[config.mk]
export PLATFORM = sky130hd
export DESIGN_NAME = id_ex_stage
export DESIGN_NICKNAME = d
export VERILOG_FILES = /design/src/rtl/id_ex_stage_pkg.sv /design/src/rtl/id_ex_stage_hazard_detect.sv /design/src/rtl/id_ex_stage.sv
export SDC_FILE = /design/constraint.sdc
export NUM_CORES = 1
export LEC_CHECK = 0
export CORE_ASPECT_RATIO = 0.9
export CORE_MARGIN = 5
export CORE_UTILIZATION = 29
export CTS_CLUSTER_SIZE = 25
export DETAILED_ROUTE_END_ITERATION = 12
export GPL_TIMING_DRIVEN = 1
export PLACE_DENSITY = 0.68
export SLEW_MARGIN = 20
export SYNTH_ARGS = -nofsm -noshare
export SYNTH_HDL_FRONTEND = slang
export SYNTH_SLANG_ARGS = --single-unit
[constraint.sdc]
create_clock -name i_clk -period 5.1 [get_ports i_clk]
set_input_delay 0.765 -clock i_clk [delete_from_list [all_inputs] [get_ports i_clk]]
set_output_delay 0.765 -clock i_clk [all_outputs]
set_load 0.02 [all_outputs]
[src/rtl/id_ex_stage_pkg.sv]
// Shared definitions for the ID/EX pipeline register and its hazard unit.
// Holds the ALU op encodings, the hard-wired zero register index, the
// forwarding-source select and the control bundle with its bubble value.
package id_ex_stage_pkg;

  // ALU operation encodings understood by the EX stage
  localparam logic [3:0] ALU_AND = 4'b0000;
  localparam logic [3:0] ALU_OR  = 4'b0001;
  localparam logic [3:0] ALU_ADD = 4'b0010;
  localparam logic [3:0] ALU_SUB = 4'b0110;
  localparam logic [3:0] ALU_SLT = 4'b0111;
  localparam logic [3:0] ALU_NOR = 4'b1100;

  // r0 always reads zero, so it never creates a dependency
  localparam logic [4:0] REG_ZERO = 5'd0;

  // Where an operand is taken from when it is captured into ID/EX
  typedef enum logic [1:0] {
    FWD_RF  = 2'd0,
    FWD_MEM = 2'd1,
    FWD_WB  = 2'd2
  } fwd_sel_e;

  // Downstream control carried alongside the operands
  typedef struct packed {
    logic reg_write;
    logic mem_read;
    logic mem_write;
    logic mem_to_reg;
  } ex_ctrl_t;

  // A bubble does nothing anywhere downstream
  localparam ex_ctrl_t CTRL_BUBBLE = '0;

endpackage

[src/rtl/id_ex_stage_hazard_detect.sv]
// Combinational RAW-hazard stall and operand-forwarding select generation.
// Build option ID_EX_FORWARD_EN: when defined, only load-use stalls and the
// operands are forwarded from MEM/WB; otherwise every RAW hazard against EX
// or MEM stalls and operands always come from the register file.
module hazard_detect
  import id_ex_stage_pkg::*;
#(
  parameter int RW = 5
) (
  input  logic          i_id_valid,
  input  logic [RW-1:0] i_rs,
  input  logic [RW-1:0] i_rt,
  input  logic          i_uses_rs,
  input  logic          i_uses_rt,
  input  logic          i_ex_valid,
  input  logic          i_ex_reg_write,
  input  logic          i_ex_mem_read,
  input  logic [RW-1:0] i_ex_rd,
  input  logic [RW-1:0] i_mem_rd,
  input  logic          i_mem_reg_write,
  input  logic [RW-1:0] i_wb_rd,
  input  logic          i_wb_reg_write,
  output logic          o_stall,
  output fwd_sel_e      o_fwd_a,
  output fwd_sel_e      o_fwd_b
);

  // A source depends on a destination only if it is really read, is not r0,
  // and the producer will actually write that same register
  function automatic logic srcHit(input logic used, input logic [RW-1:0] src,
                                  input logic dstWr, input logic [RW-1:0] dst);
    return used && (src != RW'(REG_ZERO)) && dstWr && (src == dst);
  endfunction

  logic w_rs_ex, w_rt_ex, w_rs_mem, w_rt_mem;

  assign w_rs_ex  = srcHit(i_uses_rs, i_rs, i_ex_valid & i_ex_reg_write, i_ex_rd);
  assign w_rt_ex  = srcHit(i_uses_rt, i_rt, i_ex_valid & i_ex_reg_write, i_ex_rd);
  assign w_rs_mem = srcHit(i_uses_rs, i_rs, i_mem_reg_write, i_mem_rd);
  assign w_rt_mem = srcHit(i_uses_rt, i_rt, i_mem_reg_write, i_mem_rd);

`ifdef ID_EX_FORWARD_EN
  logic w_rs_wb, w_rt_wb;

  assign w_rs_wb = srcHit(i_uses_rs, i_rs, i_wb_reg_write, i_wb_rd);
  assign w_rt_wb = srcHit(i_uses_rt, i_rt, i_wb_reg_write, i_wb_rd);

  // Only a load in EX cannot be forwarded in time
  assign o_stall = i_id_valid & i_ex_valid & i_ex_mem_read & (w_rs_ex | w_rt_ex);

  // Youngest producer wins: MEM result before WB data before register file
  always_comb begin
    o_fwd_a = FWD_RF;
    o_fwd_b = FWD_RF;
    if (w_rs_mem)      o_fwd_a = FWD_MEM;
    else if (w_rs_wb)  o_fwd_a = FWD_WB;
    if (w_rt_mem)      o_fwd_b = FWD_MEM;
    else if (w_rt_wb)  o_fwd_b = FWD_WB;
  end
`else
  logic w_unused;

  // WB is not checked: the register file writes in the first half-cycle
  assign o_stall  = i_id_valid & (w_rs_ex | w_rt_ex | w_rs_mem | w_rt_mem);
  assign o_fwd_a  = FWD_RF;
  assign o_fwd_b  = FWD_RF;
  assign w_unused = ^{i_ex_mem_read, i_wb_rd, i_wb_reg_write};
`endif

endmodule

[src/rtl/id_ex_stage.sv]
// ID/EX pipeline register with RAW-hazard stall, branch flush and a
// saturating stall-cycle counter. Build option ID_EX_FORWARD_EN switches the
// hazard unit to load-use stalls with MEM/WB operand forwarding.
module id_ex_stage
  import id_ex_stage_pkg::*;
#(
  parameter int DW    = 32,
  parameter int RW    = 5,
  parameter int CNT_W = 16
) (
  input  logic             i_clk,
  input  logic             i_rst_n,
  input  logic             i_id_valid,
  input  logic [RW-1:0]    i_id_rs,
  input  logic [RW-1:0]    i_id_rt,
  input  logic             i_id_uses_rs,
  input  logic             i_id_uses_rt,
  input  logic [RW-1:0]    i_id_rd,
  input  logic [DW-1:0]    i_id_a,
  input  logic [DW-1:0]    i_id_b,
  input  logic [DW-1:0]    i_id_imm,
  input  logic             i_id_alu_src,
  input  logic [3:0]       i_id_alu_oper,
  input  logic             i_id_reg_write,
  input  logic             i_id_mem_read,
  input  logic             i_id_mem_write,
  input  logic             i_id_mem_to_reg,
  input  logic [RW-1:0]    i_mem_rd,
  input  logic             i_mem_reg_write,
  input  logic [DW-1:0]    i_mem_result,
  input  logic [RW-1:0]    i_wb_rd,
  input  logic             i_wb_reg_write,
  input  logic [DW-1:0]    i_wb_result,
  input  logic             i_flush,
  output logic             o_stall,
  output logic             o_ex_valid,
  output logic [DW-1:0]    o_ex_a,
  output logic [DW-1:0]    o_ex_b,
  output logic [DW-1:0]    o_ex_store_data,
  output logic [3:0]       o_ex_alu_oper,
  output logic [RW-1:0]    o_ex_rd,
  output logic             o_ex_reg_write,
  output logic             o_ex_mem_read,
  output logic             o_ex_mem_write,
  output logic             o_ex_mem_to_reg,
  output logic [CNT_W-1:0] o_stall_cnt
);

  logic             r_valid;
  logic [DW-1:0]    r_a;
  logic [DW-1:0]    r_b;
  logic [DW-1:0]    r_store_data;
  logic [3:0]       r_alu_oper;
  logic [RW-1:0]    r_rd;
  ex_ctrl_t         r_ctrl;
  logic [CNT_W-1:0] r_stall_cnt;

  logic             w_stall;
  fwd_sel_e         w_fwd_a;
  fwd_sel_e         w_fwd_b;
  logic [DW-1:0]    w_a;
  logic [DW-1:0]    w_rt_val;
  ex_ctrl_t         w_id_ctrl;

  hazard_detect #(.RW(RW)) u_hazard (
    .i_id_valid      (i_id_valid),
    .i_rs            (i_id_rs),
    .i_rt            (i_id_rt),
    .i_uses_rs       (i_id_uses_rs),
    .i_uses_rt       (i_id_uses_rt),
    .i_ex_valid      (r_valid),
    .i_ex_reg_write  (r_ctrl.reg_write),
    .i_ex_mem_read   (r_ctrl.mem_read),
    .i_ex_rd         (r_rd),
    .i_mem_rd        (i_mem_rd),
    .i_mem_reg_write (i_mem_reg_write),
    .i_wb_rd         (i_wb_rd),
    .i_wb_reg_write  (i_wb_reg_write),
    .o_stall         (w_stall),
    .o_fwd_a         (w_fwd_a),
    .o_fwd_b         (w_fwd_b)
  );

  // While reset is held the pipeline is considered empty, so never stall
  assign o_stall = w_stall & i_rst_n;

  assign w_id_ctrl = '{reg_write:  i_id_reg_write,
                       mem_read:   i_id_mem_read,
                       mem_write:  i_id_mem_write,
                       mem_to_reg: i_id_mem_to_reg};

  // Operand source selection; in the stall-only build the selects are constant
  always_comb begin
    w_a      = i_id_a;
    w_rt_val = i_id_b;
    case (w_fwd_a)
      FWD_MEM: w_a = i_mem_result;
      FWD_WB:  w_a = i_wb_result;
      default: w_a = i_id_a;
    endcase
    case (w_fwd_b)
      FWD_MEM: w_rt_val = i_mem_result;
      FWD_WB:  w_rt_val = i_wb_result;
      default: w_rt_val = i_id_b;
    endcase
  end

  // Pipeline register: flush or stall inject a bubble, otherwise capture ID
  always_ff @(posedge i_clk or negedge i_rst_n) begin
    if (!i_rst_n) begin
      r_valid      <= 1'b0;
      r_a          <= '0;
      r_b          <= '0;
      r_store_data <= '0;
      r_alu_oper   <= ALU_ADD;
      r_rd         <= '0;
      r_ctrl       <= CTRL_BUBBLE;
    end else if (i_flush || w_stall) begin
      r_valid      <= 1'b0;
      r_a          <= '0;
      r_b          <= '0;
      r_store_data <= '0;
      r_alu_oper   <= ALU_ADD;
      r_rd         <= '0;
      r_ctrl       <= CTRL_BUBBLE;
    end else begin
      r_valid      <= i_id_valid;
      r_a          <= w_a;
      r_b          <= i_id_alu_src ? i_id_imm : w_rt_val;
      r_store_data <= w_rt_val;
      r_alu_oper   <= i_id_alu_oper;
      r_rd         <= i_id_rd;
      r_ctrl       <= i_id_valid ? w_id_ctrl : CTRL_BUBBLE;
    end
  end

  // Saturating count of cycles lost to stalls; flushed cycles are not stalls
  always_ff @(posedge i_clk or negedge i_rst_n) begin
    if (!i_rst_n) begin
      r_stall_cnt <= '0;
    end else if (w_stall && !i_flush && (r_stall_cnt != '1)) begin
      r_stall_cnt <= r_stall_cnt + 1'b1;
    end
  end

  assign o_ex_valid      = r_valid;
  assign o_ex_a          = r_a;
  assign o_ex_b          = r_b;
  assign o_ex_store_data = r_store_data;
  assign o_ex_alu_oper   = r_alu_oper;
  assign o_ex_rd         = r_rd;
  assign o_ex_reg_write  = r_ctrl.reg_write;
  assign o_ex_mem_read   = r_ctrl.mem_read;
  assign o_ex_mem_write  = r_ctrl.mem_write;
  assign o_ex_mem_to_reg = r_ctrl.mem_to_reg;
  assign o_stall_cnt     = r_stall_cnt;

endmodule

==> results of run 1 <==
==> report_power, final <==
part	switching (µW)	internal, µW	total, µW
sequential	19.6	1050	1070
combinational	182	223	404
clock	428	736	1160
total	630	2010	2640
==> layer usage <==
metal,vias to the layer above,part of all wire [%],routed length (µm),GRT usage [%]
met1,1845,37,5290,15.6
met3,19,11,1560,7.99
met4,0,2.1,304,5.17
li1,1761,-,-,-
met2,166,50,7110,24.3
met5,-,0,0,0
==> cells in the final DEF (no fill, tap or decap), drive strengths merged, types with 2 or more instances in the layout <==
cell / count
or4: 2
and2: 78
nor3: 2
buf: 6
nand2: 5
bufinv: 2
dfrtp: 125
nor4: 4
nand4: 8
clkbuf: 19
a21oi: 3
nand3: 10
clkdlybuf4s50: 256
xor2: 10
o21ai: 3
and3: 7
xnor2: 25
clkinvlp: 4
nor2: 33
mux2i: 32
clkinv: 5
==> worst max-delay path by stage <==
stage,to,slack [ns],from,cells past startpoint
after floorplan,o_stall,2.20,i_id_rt[0],6
after global routing,o_stall,0.92,i_id_rt[0],8
final,o_stall,1.06,i_id_rt[0],8
after detailed placement,o_stall,1.07,i_id_rt[0],8
after global placement,o_stall,1.09,i_id_rt[0],8
after CTS,o_stall,1.05,i_id_rt[0],8
==> layout make-up <==
class,count,area [µm²]
clock inverter,11,119
fill,1468,8480
tap,211,264
timing repair buffer,262,2610
sequential,126,3150
multi-input combinational,232,1650
clock buffer,19,453
==> logic make-up after synthesis <==
logic type,count (synthesis),synth area share (%)
AO/OA/AOI/OAI,9,1.61
XOR/XNOR,35,6.27
adder cells (fa/ha/maj),1,0.256
buffers and inverters,14,1.71
flip-flops,126,64.5
multiplexers,33,6.78
AND/OR/NAND/NOR,154,18.9
==> critical path, stage by stage <==
cell and delay (ns):
clkdlybuf4s50_1 0.48, or4_1 0.55, o21ai_1 0.18, nor4_1 0.10
o211ai_2 0.29, nand2_4 0.15, and3_2 0.23, clkdlybuf4s50_1 0.53
==> stage by stage <==
stage,std cells,worst slack [ns],hold slack [ns]
finish,861,1.06,0.424
global route,861,0.921,0.480
CTS,861,1.05,0.456
detailed placement,831,1.07,0.487
global placement,831,1.09,0.490
floorplan,372,2.20,0.469
==> impl_results.md, run 1 <==
* Final period util at 79.3%
* Post-cts resize count at 0
* Finished Cell Area at between 8000 and 9000 µm²
* Antenna violations before repair at 0
* Tot Pwr at ~2600 µW
* Synth Instances at 372
* Vias in the first global route at between 4000 and 5000
* Final Hold Fails at 0
* Yosys top cell area share at a little under two thirds
* Die X at about 150 µm
* RSZ-0062 raised after global routing: no
* DRC viols at 0
* GRT Overall Usage at about 15%
* Post-CTS Setup Inserts at 0
* Post-DP Area at around 7700 µm²
* Seq/Total Area, Yosys at 64.5%
* Inserted Diodes at 0
* Status: complete, no violations
* Max FO, Critical Path at 9
* Power per cell area at approximately 320 nW/µm²
* Cell Area, Synth at 4890 µm²
* DIE HEIGHT at roughly 130 µm
* Core Footprint at between 15000 and 20000 µm²
* Top-count cell post-synth: dfrtp_1
* Top cell type by total area after synthesis: dfrtp_1
* Clock Sinks at ~130
* R2R Path End: o_ex_b[10]
* Initial Util at between 20% and 30%
* DP Wirelength at around 11000 µm
* IO Pins at roughly 330
* CTS tree: yes
* Die ar. at 19600 µm²
* Worst-Skew Late Latency at ~0.4 ns
* Syn_nets at between 500 and 600
* Final core occ at between 40% and 50%
* DR WL/cell at roughly 17 µm
* Max Clock Skew at 0.00508 ns
* Largest net degree at the start of global routing at 68
* Initial DRC Count at about 110
* Via density per instance at 4.40
* Setup crit end kind: primary output
* Yosys reg bits at roughly 130
* Slew margin rel. at roughly 46%
* Cell count of the worst reg-to-reg path at 6
* Synth area leaders: dfrtp_1, mux2i_1, and2_2, and2_1, xnor2_1
* Synth top cells by count: dfrtp_1, and2_2, and2_1
* Worst r2r src: o_ex_rd[2]
* LEAKAGE at 0.00361 µW
* Fmax at ~0.25 GHz
* Async SR Flop Fraction at 100%
* Reg2reg setup slack at roughly 2.8 ns
* Worst EP arrival at about 3.3 ns
* Routability Congestion at roughly 0.86
* Final count of pins violating max slew at 0
* Critical path type: input pin to primary output
* Hold Buf Count CTS at 0
* Inserted Clock Buffers at 17
* Synth unique cells at 35
* Final nets at 842
* Final TNS setup at 0 ns
* Total routed wirelength at roughly 14000 µm
* Vias at between 3000 and 4000
* Clk buf depth at 2
* CTS Root Cell: clkbuf_16
* HP Class: input pin to asynchronous set/reset pin
* Actual slew at the worst max-slew pin at roughly 0.82 ns
* Main flop type after synthesis: dfrtp_1
* First-pass GRT wire length at ~22000 µm
* Layout cell share with drive strength beyond 1 at roughly an eighth
* Maximum Capacitance Violations at 0
* Critical Path RT at ~4.3 ns
* Global route overflow at 0
* Cell row count at 45
* IO Port Bufs at roughly 260
* Post-route minimum period at approximately 4 ns
* Clock Pin Slew Worst Setup and Hold Paths at 0.06 ns
* Synth warnings at 0
* ANT nets after route at 0
* VDD IR max at between 0.0002 and 0.00025 V
* CTS H-tree depth at 4
* Drt pass-1 iters at 4
* CP startpoint kind: input pin
* Number of synthesized flops with an enable pin at 0
* Setup-failing EPs final at 0
* Avg Inst Size Synth at between 10 and 15 µm²
* Layout area overhead at 68.7%
Note: power is estimated with default switching activity, not from simulation.
==> run 2: changes to the inputs <==
Clock period 5.1 ns to 4 ns, I/O delays scaled along.
==> run 2 against run 1 <==
Effect of this change:
- cell count increased by 0.23%
- via count about the same
- utilization increased by 0.10 points
- clock-buffer cell count increased by 2
- final area increased by 0.21%
- worst setup slack got worse by 0.76 ns
- register-to-register slack got worse by 1.0 ns
- hold slack got worse by 0.088 ns
- total power increased by 28%
- critical endpoint unchanged
- largest cell class unchanged
- highest routed layer unchanged
==> impl_results.md, run 2 (synthesized netlist as in run 1, its figures left out) <==
* Actual slew at the worst max-slew pin at about 0.84 ns
* Post-route insts no fill at ~860
* Post-CTS Setup Inserts at 0
* CTS tree: yes
* Cell row count at between 40 and 50
* IO Pins at ~330
* Final Hold Fails at 0
* Worst setup margin at 0.294 ns
* Power per cell area at ~410 nW/µm²
* DP Wirelength at around 11000 µm
* Critical path type: input pin to primary output
* Dpl cells at 831
* DRC viols at 0
* Setup-failing EPs final at 0
* Initial Util at between 20 and 30%
* ANT nets after route at 0
* Final count of pins violating max slew at 0
* IO Port Bufs at ~260
* Hold Buf Count CTS at 0
* Crit-path slowest cell: or4_1
* Post-Place Worst Slack at ~0.29 ns
* Max FO, Critical Path at 9
* Critical Path RT at 3.40 ns
* Inserted Clock Buffers at 17
* Layout area overhead at 69.0%
* Setup crit end kind: primary output
* LEAKAGE at 0.00361 µW
* Antenna violations before repair at 1
* CP most frequent cell: clkdlybuf4s50_1
* Total routed wirelength at roughly 15000 µm
* Vias at around 3800
* Via density per instance at about 4.4
* Worst EP arrival at approximately 3.1 ns
* Hold slack at 0.337 ns
* Max Clock Skew at roughly 0.0094 ns
* Final TNS setup at 0 ns
* Die ar. at between 15000 and 20000 µm²
* First-pass GRT wire length at 23200 µm
* Clk buf depth at 2
* Maximum Capacitance Violations at 0
* CTS H-tree depth at 4
* CTS Root Cell: clkbuf_16
* DR WL/cell at about 17 µm
* CP startpoint kind: input pin
* Slew margin rel. at approximately 44%
* GRT Overall Usage at 15.3%
* Initial DRC Count at 96
* Highest-count cells in the layout ignoring fill and taps: clkdlybuf4s50_1, dfrtp_1, and2_2
* CP cell instances: clkdlybuf4s50_1, or4_1, o21ai_1, nor4_1, o21ai_2, nand2_4, and3_2, clkdlybuf4s50_1
* Most common cell after layout, fill and taps aside: clkdlybuf4s50_1
* Layout cell share with drive strength beyond 1 at roughly an eighth
* HP Class: input pin to asynchronous set/reset pin
* Die X at between 100 and 150 µm
* Routability Congestion at 0.886
* Final period util at 92.6%
* Clock Sinks at approximately 130
* Clock Pin Slew Worst Setup and Hold Paths at 0.06 ns
* VDD IR max at 0.000271 V
* Post-route minimum period at 3.71 ns
* Vias in the first global route at 4216
* Critical path's top delay family: buffers and inverters
* Final nets at 842
* Post-cts resize count at 0
* Worst stage delay on the critical path at ~0.54 ns
* Global route overflow at 0
* Worst path bufs/invs at 2
* Core Footprint at between 15000 and 20000 µm²
* Fmax at approximately 0.27 GHz
* Largest net degree at the start of global routing at 74
* Worst-Skew Late Latency at between 0.4 and 0.5 ns
* RSZ-0062 raised after global routing: no
* Drt pass-1 iters at 4
* DIE HEIGHT at 133 µm
* Status: complete, no violations
run 2: metrics by stage:
stage | power, µW | cell area, µm² | util [%]
floorplan | 1580 | 4890 | -
global placement | 1910 | 7690 | 46.0
detailed placement | 1920 | 7690 | 46.0
CTS | 3430 | 8260 | 49.4
global route | 3530 | 8260 | 49.4
finish | 3370 | 8260 | 49.4
run 2: report_power, final:
group | internal (µW) | switching [µW]
logic | 285 | 232
registers | 1340 | 26.9
clock network | 944 | 542
run 2: area by class of cell:
cell class	count	area, µm²
fillers	1452	8460
repair buffers	262	2620
clock buffers	21	460
flip-flops and latches	126	3150
well taps	211	264
clock inverters	10	114
diodes	1	2.50
multi-input cells	232	1650
run 2: layer usage:
metal	global-route usage, %	share of wire (%)
met4	5.38	1.8
met5	0	0
met3	8.10	11
met1	16.6	37
met2	25.6	50
run 2: final timing paths:
path | to | slack, ns | from | cells past startpoint
min in group i_clk | o_stall_cnt[6] | 0.49 | o_stall_cnt[6] | 1
hold reg to reg | o_stall_cnt[6] | 0.49 | o_stall_cnt[6] | 1
setup / recovery | o_stall | 0.29 | i_id_rs[2] | 8
setup reg to reg | o_ex_b[14] | 1.78 | o_ex_rd[0] | 7
max in group asynchronous | o_stall_cnt[2] | 2.29 | i_rst_n | 3
hold / removal | o_ex_mem_write | 0.34 | i_rst_n | 2
